File: config.mk
export PLATFORM = sky130hd
export DESIGN_NAME = uart_tx_param
export DESIGN_NICKNAME = d
export VERILOG_FILES = /design/src/rtl/uart_pkg.sv /design/src/rtl/uart_tx_fifo.sv /design/src/rtl/uart_tx_param.sv
export SDC_FILE = /design/constraint.sdc
export NUM_CORES = 1
export LEC_CHECK = 0
export ABC_AREA = 1
export CORE_UTILIZATION = 59
export DETAILED_ROUTE_END_ITERATION = 8
export MAX_ROUTING_LAYER = met4
export PLACE_DENSITY = 0.83
export SLEW_MARGIN = 0
export SYNTH_ARGS = -nofsm -noshare
export SYNTH_HDL_FRONTEND = slang
export SYNTH_SLANG_ARGS = --single-unit
File: constraint.sdc
create_clock -name clk -period 3.1 [get_ports clk]
set_input_delay 0.31 -clock clk [delete_from_list [all_inputs] [get_ports clk]]
set_output_delay 0.31 -clock clk [all_outputs]
set_load 0.01 [all_outputs]
File: src/rtl/uart_pkg.sv
// uart_pkg: parity modes, FSM state encoding and parity helpers shared by UART blocks
package uart_pkg;
  localparam logic [1:0] PAR_NONE = 2'd0;
  localparam logic [1:0] PAR_EVEN = 2'd1;
  localparam logic [1:0] PAR_ODD  = 2'd2;
  typedef enum logic [2:0] {ST_IDLE, ST_START, ST_DATA, ST_PARITY, ST_STOP} uart_state_e;
  function automatic logic has_parity(input logic [1:0] mode);
    return (mode == PAR_EVEN) || (mode == PAR_ODD);
  endfunction
  function automatic logic parity_bit(input logic [1:0] mode, input logic xor_all);
    return (mode == PAR_ODD) ? ~xor_all : xor_all;
  endfunction
endpackage

File: src/rtl/uart_tx_fifo.sv
// uart_tx_fifo: synchronous FIFO with full/empty/level, simultaneous push and pop honoured
module uart_tx_fifo #(
  parameter int W     = 8,
  parameter int DEPTH = 4
) (
  input  logic                       clk,
  input  logic                       rst_n,
  input  logic                       push,
  input  logic                       pop,
  input  logic [W-1:0]               wdata,
  output logic [W-1:0]               rdata,
  output logic                       full,
  output logic                       empty,
  output logic [$clog2(DEPTH):0]     level
);
  localparam int AW = $clog2(DEPTH);
  localparam int LW = AW + 1;
  logic [W-1:0]  mem_q [DEPTH];
  logic [AW-1:0] wr_ptr_q, wr_ptr_d, rd_ptr_q, rd_ptr_d;
  logic [LW-1:0] level_q, level_d;
  logic          push_ok, pop_ok;
  assign full    = level_q == LW'(DEPTH);
  assign empty   = level_q == '0;
  assign level   = level_q;
  assign rdata   = mem_q[rd_ptr_q];
  assign pop_ok  = pop && !empty;
  assign push_ok = push && (!full || pop_ok);
  // next pointers and occupancy
  always_comb begin
    wr_ptr_d = push_ok ? wr_ptr_q + AW'(1) : wr_ptr_q;
    rd_ptr_d = pop_ok ? rd_ptr_q + AW'(1) : rd_ptr_q;
    level_d  = level_q + LW'(push_ok) - LW'(pop_ok);
  end
  // pointer and level registers
  always_ff @(posedge clk) begin
    if (!rst_n) begin
      wr_ptr_q <= '0;
      rd_ptr_q <= '0;
      level_q  <= '0;
    end else begin
      wr_ptr_q <= wr_ptr_d;
      rd_ptr_q <= rd_ptr_d;
      level_q  <= level_d;
    end
  end
  // storage needs no reset; level gates every read
  always_ff @(posedge clk) begin
    if (push_ok) mem_q[wr_ptr_q] <= wdata;
  end
endmodule

File: src/rtl/uart_tx_param.sv
// uart_tx_param: FIFO-fronted UART transmitter with runtime divisor, parity and stop-bit options
module uart_tx_param import uart_pkg::*; #(
  parameter int DATA_W     = 8,
  parameter int DIV_W      = 16,
  parameter int FIFO_DEPTH = 4
) (
  input  logic                            clk,
  input  logic                            rst_n,
  input  logic [DIV_W-1:0]                baud_div,
  input  logic [1:0]                      parity_mode,
  input  logic                            two_stop,
  input  logic                            s_valid,
  input  logic [DATA_W-1:0]               s_data,
  output logic                            s_ready,
  output logic                            tx,
  output logic                            busy,
  output logic [$clog2(FIFO_DEPTH):0]     fifo_level
);
  localparam int IDX_W = $clog2(DATA_W);
  localparam logic [IDX_W-1:0] LAST = IDX_W'(DATA_W - 1);
  uart_state_e       state_q, state_d;
  logic [DIV_W-1:0]  cnt_q, cnt_d, div_q, div_d;
  logic [IDX_W-1:0]  idx_q, idx_d;
  logic [DATA_W-1:0] sh_q, sh_d, fifo_rdata;
  logic [1:0]        mode_q, mode_d;
  logic              par_q, par_d, two_q, two_d, tx_q, tx_d;
  logic              fifo_full, fifo_empty, push, pop, bit_end, frame_done;
  assign s_ready    = !fifo_full;
  assign push       = s_valid && s_ready;
  assign tx         = tx_q;
  assign busy       = (state_q != ST_IDLE) || !fifo_empty;
  assign bit_end    = cnt_q == div_q - DIV_W'(1);
  assign frame_done = (state_q == ST_STOP) && bit_end && (!two_q || idx_q != '0);
  assign pop        = ((state_q == ST_IDLE) || frame_done) && !fifo_empty;
  uart_tx_fifo #(.W(DATA_W), .DEPTH(FIFO_DEPTH)) u_fifo (
    .clk   (clk),
    .rst_n (rst_n),
    .push  (push),
    .pop   (pop),
    .wdata (s_data),
    .rdata (fifo_rdata),
    .full  (fifo_full),
    .empty (fifo_empty),
    .level (fifo_level)
  );
  // frame sequencing: bit timing, shifting, parity and stop handling; a pop always starts a new frame
  always_comb begin
    state_d = state_q;
    cnt_d   = (state_q == ST_IDLE) ? cnt_q : (bit_end ? '0 : cnt_q + DIV_W'(1));
    div_d   = div_q;
    idx_d   = idx_q;
    sh_d    = sh_q;
    mode_d  = mode_q;
    par_d   = par_q;
    two_d   = two_q;
    tx_d    = tx_q;
    case (state_q)
      ST_START: if (bit_end) begin
        state_d = ST_DATA;
        idx_d   = '0;
        tx_d    = sh_q[0];
      end
      ST_DATA: if (bit_end) begin
        if (idx_q == LAST) begin
          state_d = has_parity(mode_q) ? ST_PARITY : ST_STOP;
          tx_d    = has_parity(mode_q) ? par_q : 1'b1;
          idx_d   = '0;
        end else begin
          idx_d = idx_q + IDX_W'(1);
          sh_d  = sh_q >> 1;
          tx_d  = sh_q[1];
        end
      end
      ST_PARITY: if (bit_end) begin
        state_d = ST_STOP;
        idx_d   = '0;
        tx_d    = 1'b1;
      end
      ST_STOP: if (frame_done) begin
        state_d = ST_IDLE;
        tx_d    = 1'b1;
      end else if (bit_end) begin
        idx_d = idx_q + IDX_W'(1);
      end
      default: ;
    endcase
    if (pop) begin
      state_d = ST_START;
      cnt_d   = '0;
      div_d   = (baud_div == '0) ? DIV_W'(1) : baud_div;
      sh_d    = fifo_rdata;
      mode_d  = parity_mode;
      par_d   = parity_bit(parity_mode, ^fifo_rdata);
      two_d   = two_stop;
      tx_d    = 1'b0;
    end
  end
  // FSM and datapath registers; reset aborts any frame and idles the line high
  always_ff @(posedge clk) begin
    if (!rst_n) begin
      state_q <= ST_IDLE;
      cnt_q   <= '0;
      div_q   <= DIV_W'(1);
      idx_q   <= '0;
      sh_q    <= '0;
      mode_q  <= PAR_NONE;
      par_q   <= 1'b0;
      two_q   <= 1'b0;
      tx_q    <= 1'b1;
    end else begin
      state_q <= state_d;
      cnt_q   <= cnt_d;
      div_q   <= div_d;
      idx_q   <= idx_d;
      sh_q    <= sh_d;
      mode_q  <= mode_d;
      par_q   <= par_d;
      two_q   <= two_d;
      tx_q    <= tx_d;
    end
  end
endmodule

==> impl_metrics.ini <==
[detailed_routing]
drtIter0Drc = 202
wl_per_cell_um = 14.5
viasPerCell = 5.34
drtPass1Iterations = 5
drc = 0
antenna_left = 0
totalWireLength_um = 12000
vias = 4397

[place]
io_buffers = 35
place_congestion = 0.910
dp_hpwl_um = 8850
dp_cells = 802

[sta]
final_max_slew_viol_count = 0
period_needed_ns = 2.99
setup_viol = 0
min_period_over_period_pct = 96.5
max_freq_ghz = 0.334
worst_pin_slew_ns = 0.755
max-slew-margin-rel_pct = 49.5
fin_skew_ns = 0.0114
hold_violations = 0
rsz0062_at_grt = true

[setup_path]
timing_worst_setup_path_type = register to register
cp-end-kind = register
crit_arrival_ns = 3.25
path_max_fanout = 6
start_kind = register
critPathRequiredTime_ns = 3.36

[synth]
synth_seq_cells = 92
syn-cell-area_um2 = 5130
ys.flop_type = dfxtp_1
synth_edf_count = 32
ys.warnings.count = 0
synth_async_sr_flop_share_pct = 0
ys_seq_area_share_pct = 42.1
syn-num-nets = 710
yosys.cell_types.count = 52
syn_inst = 668
syn_avg_cell_area_um2 = 7.68

[floorplan]
placementRows = 33
io_pins = 36
start_util_pct = 61.8
design.core.area_um2 = 8300
dieArea_um2 = 9070
die_h_um = 95.2
die_x_um = 95.2

[clock_tree]
path_clk_slew_ns = 0.11
cts_hold_buffers = 0
cts_max_level = 3
worstSkewPairLatency_ns = 0.37
clock-root-buffer = clkbuf_8
clk_path_buf_depth = 2
clock_sinks = 92
cts_tree = yes
numCtsBuffers = 9

[run]
drv_cap = 0

[power]
swShare_pct = 46.9
p_int_mw = 2.98
p_seq_share_pct = 31.1
p_sw_mw = 2.63
clock_power_share_pct = 14.8
cellPowerDensity_nw_per_um2 = 957
p_leak_nw = 2.47
combPwrFrac_pct = 54.1
ir_drop_uv = 582
fin_total_pwr_mw = 5.61

[finish]
layout_commonest_cell = nand2_1
drive_above_1_share_pct = 13.2
fillers = 684
utilization_pct = 70.6
syn_to_final_growth_pct = 14.3
final_cells = 823
antenna_cells = 0
final_nets = 755
layout_common_cells = nand2_1, nor2_1, inv_1

[grt]
grt-ovfl-total = 0
grt_max_degree = 21
first_global_vias = 4152
antenna_found_initial = 0
grt_pass1_wl_um = 19100
grt_use_total_pct = 28.6

[min_path]
hold_path.class = register to register

[run_status]
status = completed
==> path summary, 6_finish.rpt <==
check	from	endpoint	slack, ns	depth (start not counted)
setup / recovery	div_q[1]	u_fifo.level[1]	0.11	18
hold / removal	div_q[15]	div_q[15]	0.47	2
setup reg to reg	div_q[1]	u_fifo.level[1]	0.11	18
hold reg to reg	div_q[15]	div_q[15]	0.47	2
==> area by class of cell <==
| cell class | count | area [µm²] | share of cell area (%) |
|---|---|---|---|
| Multi-Input combinational cell | 472 | 2560 | 43.7 |
| Timing Repair Buffer | 47 | 453 | 7.73 |
| Sequential cell | 92 | 2160 | 36.9 |
| Tap cell | 105 | 131 | 2.24 |
| Clock buffer | 9 | 124 | 2.11 |
| Inverter | 91 | 347 | 5.91 |
| Clock inverter | 7 | 78.8 | 1.34 |
==> state kept, by name, summed over array words and instances, names as in the netlist, named ones only <==
signal	cells
cnt_q	16
div_q	16
idx_q	3
mode_q	2
par_q	1
sh_q	8
state_q	3
two_q	1
tx	1
u_fifo.level	3
u_fifo.mem_q	32
u_fifo.rd_ptr_q	2
u_fifo.wr_ptr_q	2
==> through the flow <==
stage	hold WS (ns)	TNS, ns	cell area (µm²)	worst slack [ns]
floorplan	0.409	0	5130	0.231
global placement	0.450	0	5570	0.173
detailed placement	0.460	0	5570	0.0670
CTS	0.475	0	5770	0.0495
global route	0.508	-0.0643	5860	-0.0434
finish	0.472	0	5860	0.108
==> worst max-delay path, cell delays in order (launching register included) <==
cell	delay (ns)
dfxtp_2	0.34
buf_4	0.13
nor2_2	0.14
nand2_4	0.12
nor2_2	0.19
nand2_1	0.08
nand2_1	0.12
nand2_1	0.06
nor2_1	0.10
nand2_1	0.10
nor2_4	0.15
nand4_4	0.13
a21oi_4	0.23
ha_4	0.23
inv_2	0.06
ha_4	0.11
inv_2	0.03
fa_2	0.52
nor2_1	0.04
==> power by group through the flow <==
stage               sequential, mW  clock [mW]  combinational (mW)
floorplan                     1.72           0                2.24
global placement              1.76           0                2.77
detailed placement            1.76           0                2.85
CTS                           1.74       0.850                2.86
global route                  1.78       0.878                3.41
finish                        1.74       0.830                3.04
==> per-layer routing <==
layer	GRT usage [%]	up-vias	routed length (µm)
met4	10.2	0	244
met5	-	-	0
met2	49.9	110	6240
li1	-	2236	-
met1	33.0	2029	4950
met3	4.63	22	537
==> timing repair <==
item,CTS,global route
resized for setup,0,15
setup endpoints to repair,0,2
buffers inserted,0,5
endpoints found under the hold margin,0,0
==> kinds of logic (layout without fill, tap and decap cells) <==
family	after synthesis	count (layout)	synth area share, %
buffers and inverters	104	154	8.63
DFF	92	92	42.1
AOI/OAI and AO/OA	78	78	9.27
and+or+nand+nor	363	363	33.6
xor gates and xnor gates	19	19	3.24
adders and majority gates	12	12	3.07
==> cell usage after synthesis, types with 2 or more instances <==
cell type,instances,area (µm²)
nand4_1,5,31.3
nand3_2,2,20.0
dfxtp_1,60,1200
nor2_8,3,60.1
buf_8,2,30.0
ha_1,11,138
nor4_1,5,31.3
xnor2_1,6,52.6
buf_6,3,33.8
inv_1,83,312
o21ai_2,4,35.0
o21ai_0,21,105
a21oi_1,32,160
a32o_1,4,40.0
nor3_2,6,60.1
xor2_1,13,114
nand3b_1,4,30.0
nor2_2,8,50.1
nand2_4,5,56.3
inv_2,6,22.5
nor2_1,84,315
clkbuf_1,6,22.5
nand2_2,13,81.3
a32oi_1,2,17.5
edfxtp_1,32,961
nand2_1,171,642
nor3_1,13,65.1
nand3_1,36,180
o21ai_1,5,25.0
(Power assumes the default switching activity.)
